--- src/rtl/bp_io_to_mc_bridge.sv ---
// Bridges BlackParrot uncached I/O commands onto bsg_manycore request packets.
// One command is in flight at a time; 8-byte ops go out as two 32-bit packets.
module bp_io_to_mc_bridge #(
  parameter int unsigned paddr_width_p     = 40,
  parameter int unsigned mc_addr_width_p   = 28,
  parameter int unsigned mc_x_cord_width_p = 4,
  parameter int unsigned mc_y_cord_width_p = 4,
  parameter int unsigned mc_data_width_p   = 32
) (
  input  logic                         clk_i,
  input  logic                         reset_n_i,

  input  logic                         io_cmd_v_i,
  output logic                         io_cmd_ready_o,
  input  logic                         io_cmd_we_i,
  input  logic [1:0]                   io_cmd_size_i,
  input  logic [paddr_width_p-1:0]     io_cmd_addr_i,
  input  logic [63:0]                  io_cmd_data_i,

  output logic                         io_resp_v_o,
  input  logic                         io_resp_yumi_i,
  output logic                         io_resp_we_o,
  output logic [1:0]                   io_resp_size_o,
  output logic [paddr_width_p-1:0]     io_resp_addr_o,
  output logic [63:0]                  io_resp_data_o,

  output logic                         out_v_o,
  input  logic                         out_ready_i,
  output logic                         out_we_o,
  output logic [mc_addr_width_p-1:0]   out_addr_o,
  output logic [mc_data_width_p-1:0]   out_data_o,
  output logic [3:0]                   out_mask_o,
  output logic [mc_x_cord_width_p-1:0] out_x_o,
  output logic [mc_y_cord_width_p-1:0] out_y_o,

  input  logic                         returned_v_i,
  input  logic [mc_data_width_p-1:0]   returned_data_i,
  output logic                         returned_yumi_o
);

  typedef enum logic [2:0] {
    S_IDLE,
    S_SEND_LO,
    S_SEND_HI,
    S_WAIT,
    S_RESP
  } state_e;

  state_e                       r_state;
  logic                         r_we;
  logic [1:0]                   r_size;
  logic [paddr_width_p-1:0]     r_addr;
  logic [63:0]                  r_data;
  logic [mc_data_width_p-1:0]   r_lo;
  logic [mc_data_width_p-1:0]   r_hi;
  logic                         r_rcnt;

  logic                         w_is8;
  logic                         w_ret_take;
  logic [mc_addr_width_p-1:0]   w_word;

  assign w_is8      = (r_size == 2'd3);
  // The LO response may come back while the HI packet is still waiting to go out.
  assign w_ret_take = returned_v_i && ((r_state == S_SEND_HI) || (r_state == S_WAIT));
  assign w_word     = r_addr[2 +: mc_addr_width_p];

  always_ff @(posedge clk_i or negedge reset_n_i) begin
    if (!reset_n_i) begin
      r_state <= S_IDLE;
      r_we    <= 1'b0;
      r_size  <= '0;
      r_addr  <= '0;
      r_data  <= '0;
      r_lo    <= '0;
      r_hi    <= '0;
      r_rcnt  <= 1'b0;
    end else begin
      unique case (r_state)
        S_IDLE: begin
          if (io_cmd_v_i) begin
            r_we    <= io_cmd_we_i;
            r_size  <= io_cmd_size_i;
            r_addr  <= io_cmd_addr_i;
            r_data  <= io_cmd_data_i;
            r_rcnt  <= 1'b0;
            r_state <= S_SEND_LO;
          end
        end
        S_SEND_LO: begin
          if (out_ready_i) r_state <= w_is8 ? S_SEND_HI : S_WAIT;
        end
        S_SEND_HI: begin
          if (w_ret_take) begin
            r_lo   <= returned_data_i;
            r_rcnt <= 1'b1;
          end
          if (out_ready_i) r_state <= S_WAIT;
        end
        S_WAIT: begin
          if (returned_v_i) begin
            if (r_rcnt) r_hi <= returned_data_i;
            else        r_lo <= returned_data_i;
            if (!w_is8 || r_rcnt) r_state <= S_RESP;
            else                  r_rcnt  <= 1'b1;
          end
        end
        S_RESP: begin
          if (io_resp_yumi_i) r_state <= S_IDLE;
        end
        default: r_state <= S_IDLE;
      endcase
    end
  end

  assign io_cmd_ready_o  = (r_state == S_IDLE);
  assign io_resp_v_o     = (r_state == S_RESP);
  assign out_v_o         = (r_state == S_SEND_LO) || (r_state == S_SEND_HI);
  assign returned_yumi_o = w_ret_take;

  assign io_resp_we_o    = r_we;
  assign io_resp_size_o  = r_size;
  assign io_resp_addr_o  = r_addr;

  assign out_we_o   = r_we;
  assign out_addr_o = w_word + mc_addr_width_p'(r_state == S_SEND_HI);
  assign out_x_o    = r_addr[2+mc_addr_width_p +: mc_x_cord_width_p];
  assign out_y_o    = r_addr[2+mc_addr_width_p+mc_x_cord_width_p +: mc_y_cord_width_p];

  always_comb begin
    out_mask_o = 4'hF;
    out_data_o = r_data[31:0];
    case (r_size)
      2'd0: begin
        out_mask_o = 4'b0001 << r_addr[1:0];
        out_data_o = {4{r_data[7:0]}};
      end
      2'd1: begin
        out_mask_o = r_addr[1] ? 4'b1100 : 4'b0011;
        out_data_o = {2{r_data[15:0]}};
      end
      2'd3: begin
        out_data_o = (r_state == S_SEND_HI) ? r_data[63:32] : r_data[31:0];
      end
      default: ;
    endcase
  end

  always_comb begin
    io_resp_data_o = '0;
    if (!r_we) begin
      case (r_size)
        2'd0:    io_resp_data_o[7:0]  = r_lo[{r_addr[1:0], 3'b000} +: 8];
        2'd1:    io_resp_data_o[15:0] = r_lo[{r_addr[1], 4'b0000} +: 16];
        2'd2:    io_resp_data_o[31:0] = r_lo;
        default: io_resp_data_o       = {r_hi, r_lo};
      endcase
    end
  end

endmodule

--- config.mk ---
export PLATFORM = sky130hd
export DESIGN_NAME = bp_io_to_mc_bridge
export DESIGN_NICKNAME = d
export VERILOG_FILES = /design/src/rtl/bp_io_to_mc_bridge.sv
export SDC_FILE = /design/constraint.sdc
export NUM_CORES = 1
export LEC_CHECK = 0
export ABC_AREA = 1
export CAP_MARGIN = 5
export CORE_MARGIN = 1
export CORE_UTILIZATION = 35
export DETAILED_ROUTE_END_ITERATION = 8
export GPL_TIMING_DRIVEN = 0
export PLACE_DENSITY = 0.61
export SLEW_MARGIN = 5
export SYNTH_ARGS = -nofsm -noshare
export SYNTH_HDL_FRONTEND = slang
export SYNTH_SLANG_ARGS = --single-unit
--- constraint.sdc ---
create_clock -name clk_i -period 2.9 [get_ports clk_i]
set_clock_uncertainty 0.2 [all_clocks]
set_input_delay 0.725 -clock clk_i [delete_from_list [all_inputs] [get_ports clk_i]]
set_output_delay 0.725 -clock clk_i [all_outputs]
set_load 0.01 [all_outputs]
==> metrics.yaml <==
status:
  status: "finished, violations left"
  violations: "negative setup slack"
layout:
  seq_area_mm2: 0.00439
  post-route-util_pct: 54.7
  nFillCells: 2620
  antenna_cells: 0
  multi_input_area_mm2: 0.00477
  area_growth_pct: 53.9
  finalNonFillerCells: 2062
  drive_gt1_share_pct: 22.5
  nets: 1857
synthesis:
  synthMostInstantiatedCell: "nand2_1"
  synthArstFlopShare_pct: 100
  synth_top_cell_by_area: "dfrtp_1"
  synth_area_leaders: "dfrtp_1, nand2_1, o21ai_2"
  syn_avg_cell_area_um2: 7.27
  synthesis.instances: 1314
  ys_ff_latch: 175
  synthFlopType: "dfrtp_1"
  synth_edf_count: 0
  synthDistinctLibCells: 26
  syn_nets: 1461
  syn-cell-area_mm2: 0.00955
  yosysTopAreaCellShare_pct: 45.8
  synth_common_cells: "nand2_1, dfrtp_1, nor2_1"
  ys_seq_area_share_pct: 45.8
  synth_warnings: 0
timing:
  setup-tns-final_ns: -3.70
  fmax_mhz: 320
  period_minus_slack_ns: 3.13
  fin_crit_sh_pct: 108
  tightest_slew_ns: 0.604
  relSlewSlack_pct: 59.8
  hold_viol_final: 0
  setup_viol_count_final: 30
  rsz0062_at_grt: "yes"
  hold_slack_ns: 0.0254
  setup_slack_ns: -0.227
  maxSlewViolCount: 0
die:
  fp.dieH_um: 167
  core-area_mm2: 0.0269
  die-area_mm2: 0.0280
  num_rows: 60
  ios: 329
  start_util_pct: 35.5
  die_w_um: 167
clock_network:
  cts_buffer_depth: 2
  cts_tree: "done"
  clk_pin_slew_ns: 0.07
  holdBufCountCts: 0
  clock_sinks: 175
  root_buffer: "clkbuf_16"
  worst_skew_pair.late_latency_ns: 0.43
  htreeDepth: 4
  cts_buffers: 17
place:
  hpwl_mm: 26.2
  dp_slack_ns: -0.970
  dp.cells: 1984
  portBuffers: 328
  gp_congestion: 0.891
routing:
  dr.pass1.iters: 5
  ant_nets: 0
  wl_met2_mm: 17.1
  wirelength_met1_mm: 15.6
  wl_met3_mm: 2.37
  drt_iter0_markers: 806
  wl_mm: 35.9
  drt-wirelength-per-cell_um: 17.4
  drc: 0
  vias_per_cell: 4.90
  top_layer_used: "met5"
  vias: 10097
global_routing:
  grt_pass1_wl_mm: 55.2
  grt.total_usage_pct: 25.5
  grt_overflow: 0
  antenna_found_initial: 3
  grt_max_degree: 105
  first_global_vias: 9949
worst_hold_path:
  holdCritPathClass: "input pin to asynchronous set/reset pin"
worst_setup_path:
  setup.worst_path.start_class: "register"
  crit_type: "register to output port"
  endpoint_kind: "output port"
  critPathMaxFanout: 4
  cp.arrival_ns: 2.20
  required_ns: 1.98
pwr:
  power.density_mw_per_mm2: 1090
  ir_worst_vdd_v: 0.000441
  p_leak_uw: 0.00737
run:
  maxCapViolCount: 0
[cell usage in the layout (no fill, tap or decap), drive strengths merged]
| cell | netlist | layout |
|---|---|---|
| nand4 | 4 | 4 |
| dfrtp | 175 | 175 |
| clkdlybuf4s15 | 0 | 6 |
| clkdlybuf4s50 | 0 | 200 |
| clkbuf | 13 | 53 |
| a21oi | 21 | 21 |
| inv | 105 | 110 |
| nand2 | 601 | 601 |
| bufinv | 0 | 1 |
| dlygate4sd2 | 0 | 45 |
| buf | 59 | 157 |
| nand3 | 51 | 51 |
| nand3b | 11 | 11 |
| ha | 2 | 2 |
| clkinvlp | 0 | 4 |
| dlymetal6s2s | 0 | 5 |
| xnor2 | 6 | 6 |
| xor2 | 9 | 9 |
| nor2 | 117 | 117 |
| clkinv | 1 | 4 |
| o21ai | 131 | 131 |
| o22ai | 8 | 8 |
[repair_timing]
item	CTS	global route
setup endpoints to repair	129	71
gates cloned	0	1
pin swaps	17	27
setup buffers	37	16
gates resized for setup	407	160
[flip-flops by register name, summed over array words and instances (netlist names)]
signal	flops
io_resp_size_o	2
r_lo	32
io_resp_we_o	1
r_hi	32
r_rcnt	1
r_state	3
io_resp_addr_o	40
r_data	64
[area by class of cell]
class	instances	share of cell area, %
Sequential cell	175	29.9
Buffer	70	4.29
Inverter	106	3.02
Clock buffer	17	2.89
Clock inverter	13	0.877
Multi-Input combinational cell	961	32.5
Timing Repair Buffer	379	23.7
Tap cell	341	2.90
[path summary, 6_finish.rpt]
| path | cells past startpoint | endpoint | start | slack (ns) |
|---|---|---|---|---|
| max in group asynchronous | 2 | io_resp_addr_o[5]$_DFFE_PN0P_ | reset_n_i | 1.51 |
| setup / recovery | 10 | out_addr_o[6] | r_state[0]$_DFFE_PN0P_ | -0.23 |
| setup reg to reg | 9 | r_data[23]$_DFFE_PN0P_ | r_state[0]$_DFFE_PN0P_ | 1.03 |
| hold reg to reg | 2 | r_data[51]$_DFFE_PN0P_ | r_data[51]$_DFFE_PN0P_ | 0.28 |
| min in group clk_i | 2 | r_data[51]$_DFFE_PN0P_ | r_data[51]$_DFFE_PN0P_ | 0.28 |
| hold / removal | 1 | r_hi[3]$_DFFE_PN0P_ | reset_n_i | 0.03 |
[where the power goes]
group	switching [uW]	total, uW	leakage (uW)	internal [uW]
combinational	5040	9060	0.00495	4020
sequential	1110	4720	0.00217	3610
clock	1090	2290	0.000261	1200
total	7240	16100	0.00737	8820
[metal layers]
metal  vias up  global-route usage [%]
met5         -                       0
met4         6                    7.46
met3        63                    4.92
met2       397                    43.1
met1      4769                    33.2
li1       4862                       -
[stage by stage]
stage,instance area [um2],power (uW)
finish,14700,16100
global route,14700,17100
CTS,14400,15700
detailed placement,13300,13100
global placement,13300,13000
floorplan,9550,8830
[critical path: stages, from the launching register on]
cell	delay [ns]
dfrtp_2	0.43
nor2_4	0.14
nand2_4	0.09
buf_8	0.14
nor2_4	0.10
ha_4	0.16
nand3_4	0.11
nor2_4	0.16
buf_6	0.12
xor2_2	0.16
buf_2	0.16
[logic make-up after synthesis]
logic type               count (synthesis)  share of synthesized area, %
AND/OR/NAND/NOR                        784                          32.7
buffers and inverters                  178                          9.43
flip-flops                             175                          45.8
AO/OA/AOI/OAI                          160                          10.4
XOR/XNOR                                15                          1.38
adder cells (fa/ha/maj)                  2                         0.262
No activity file was read; power rests on OpenSTA's default activity.
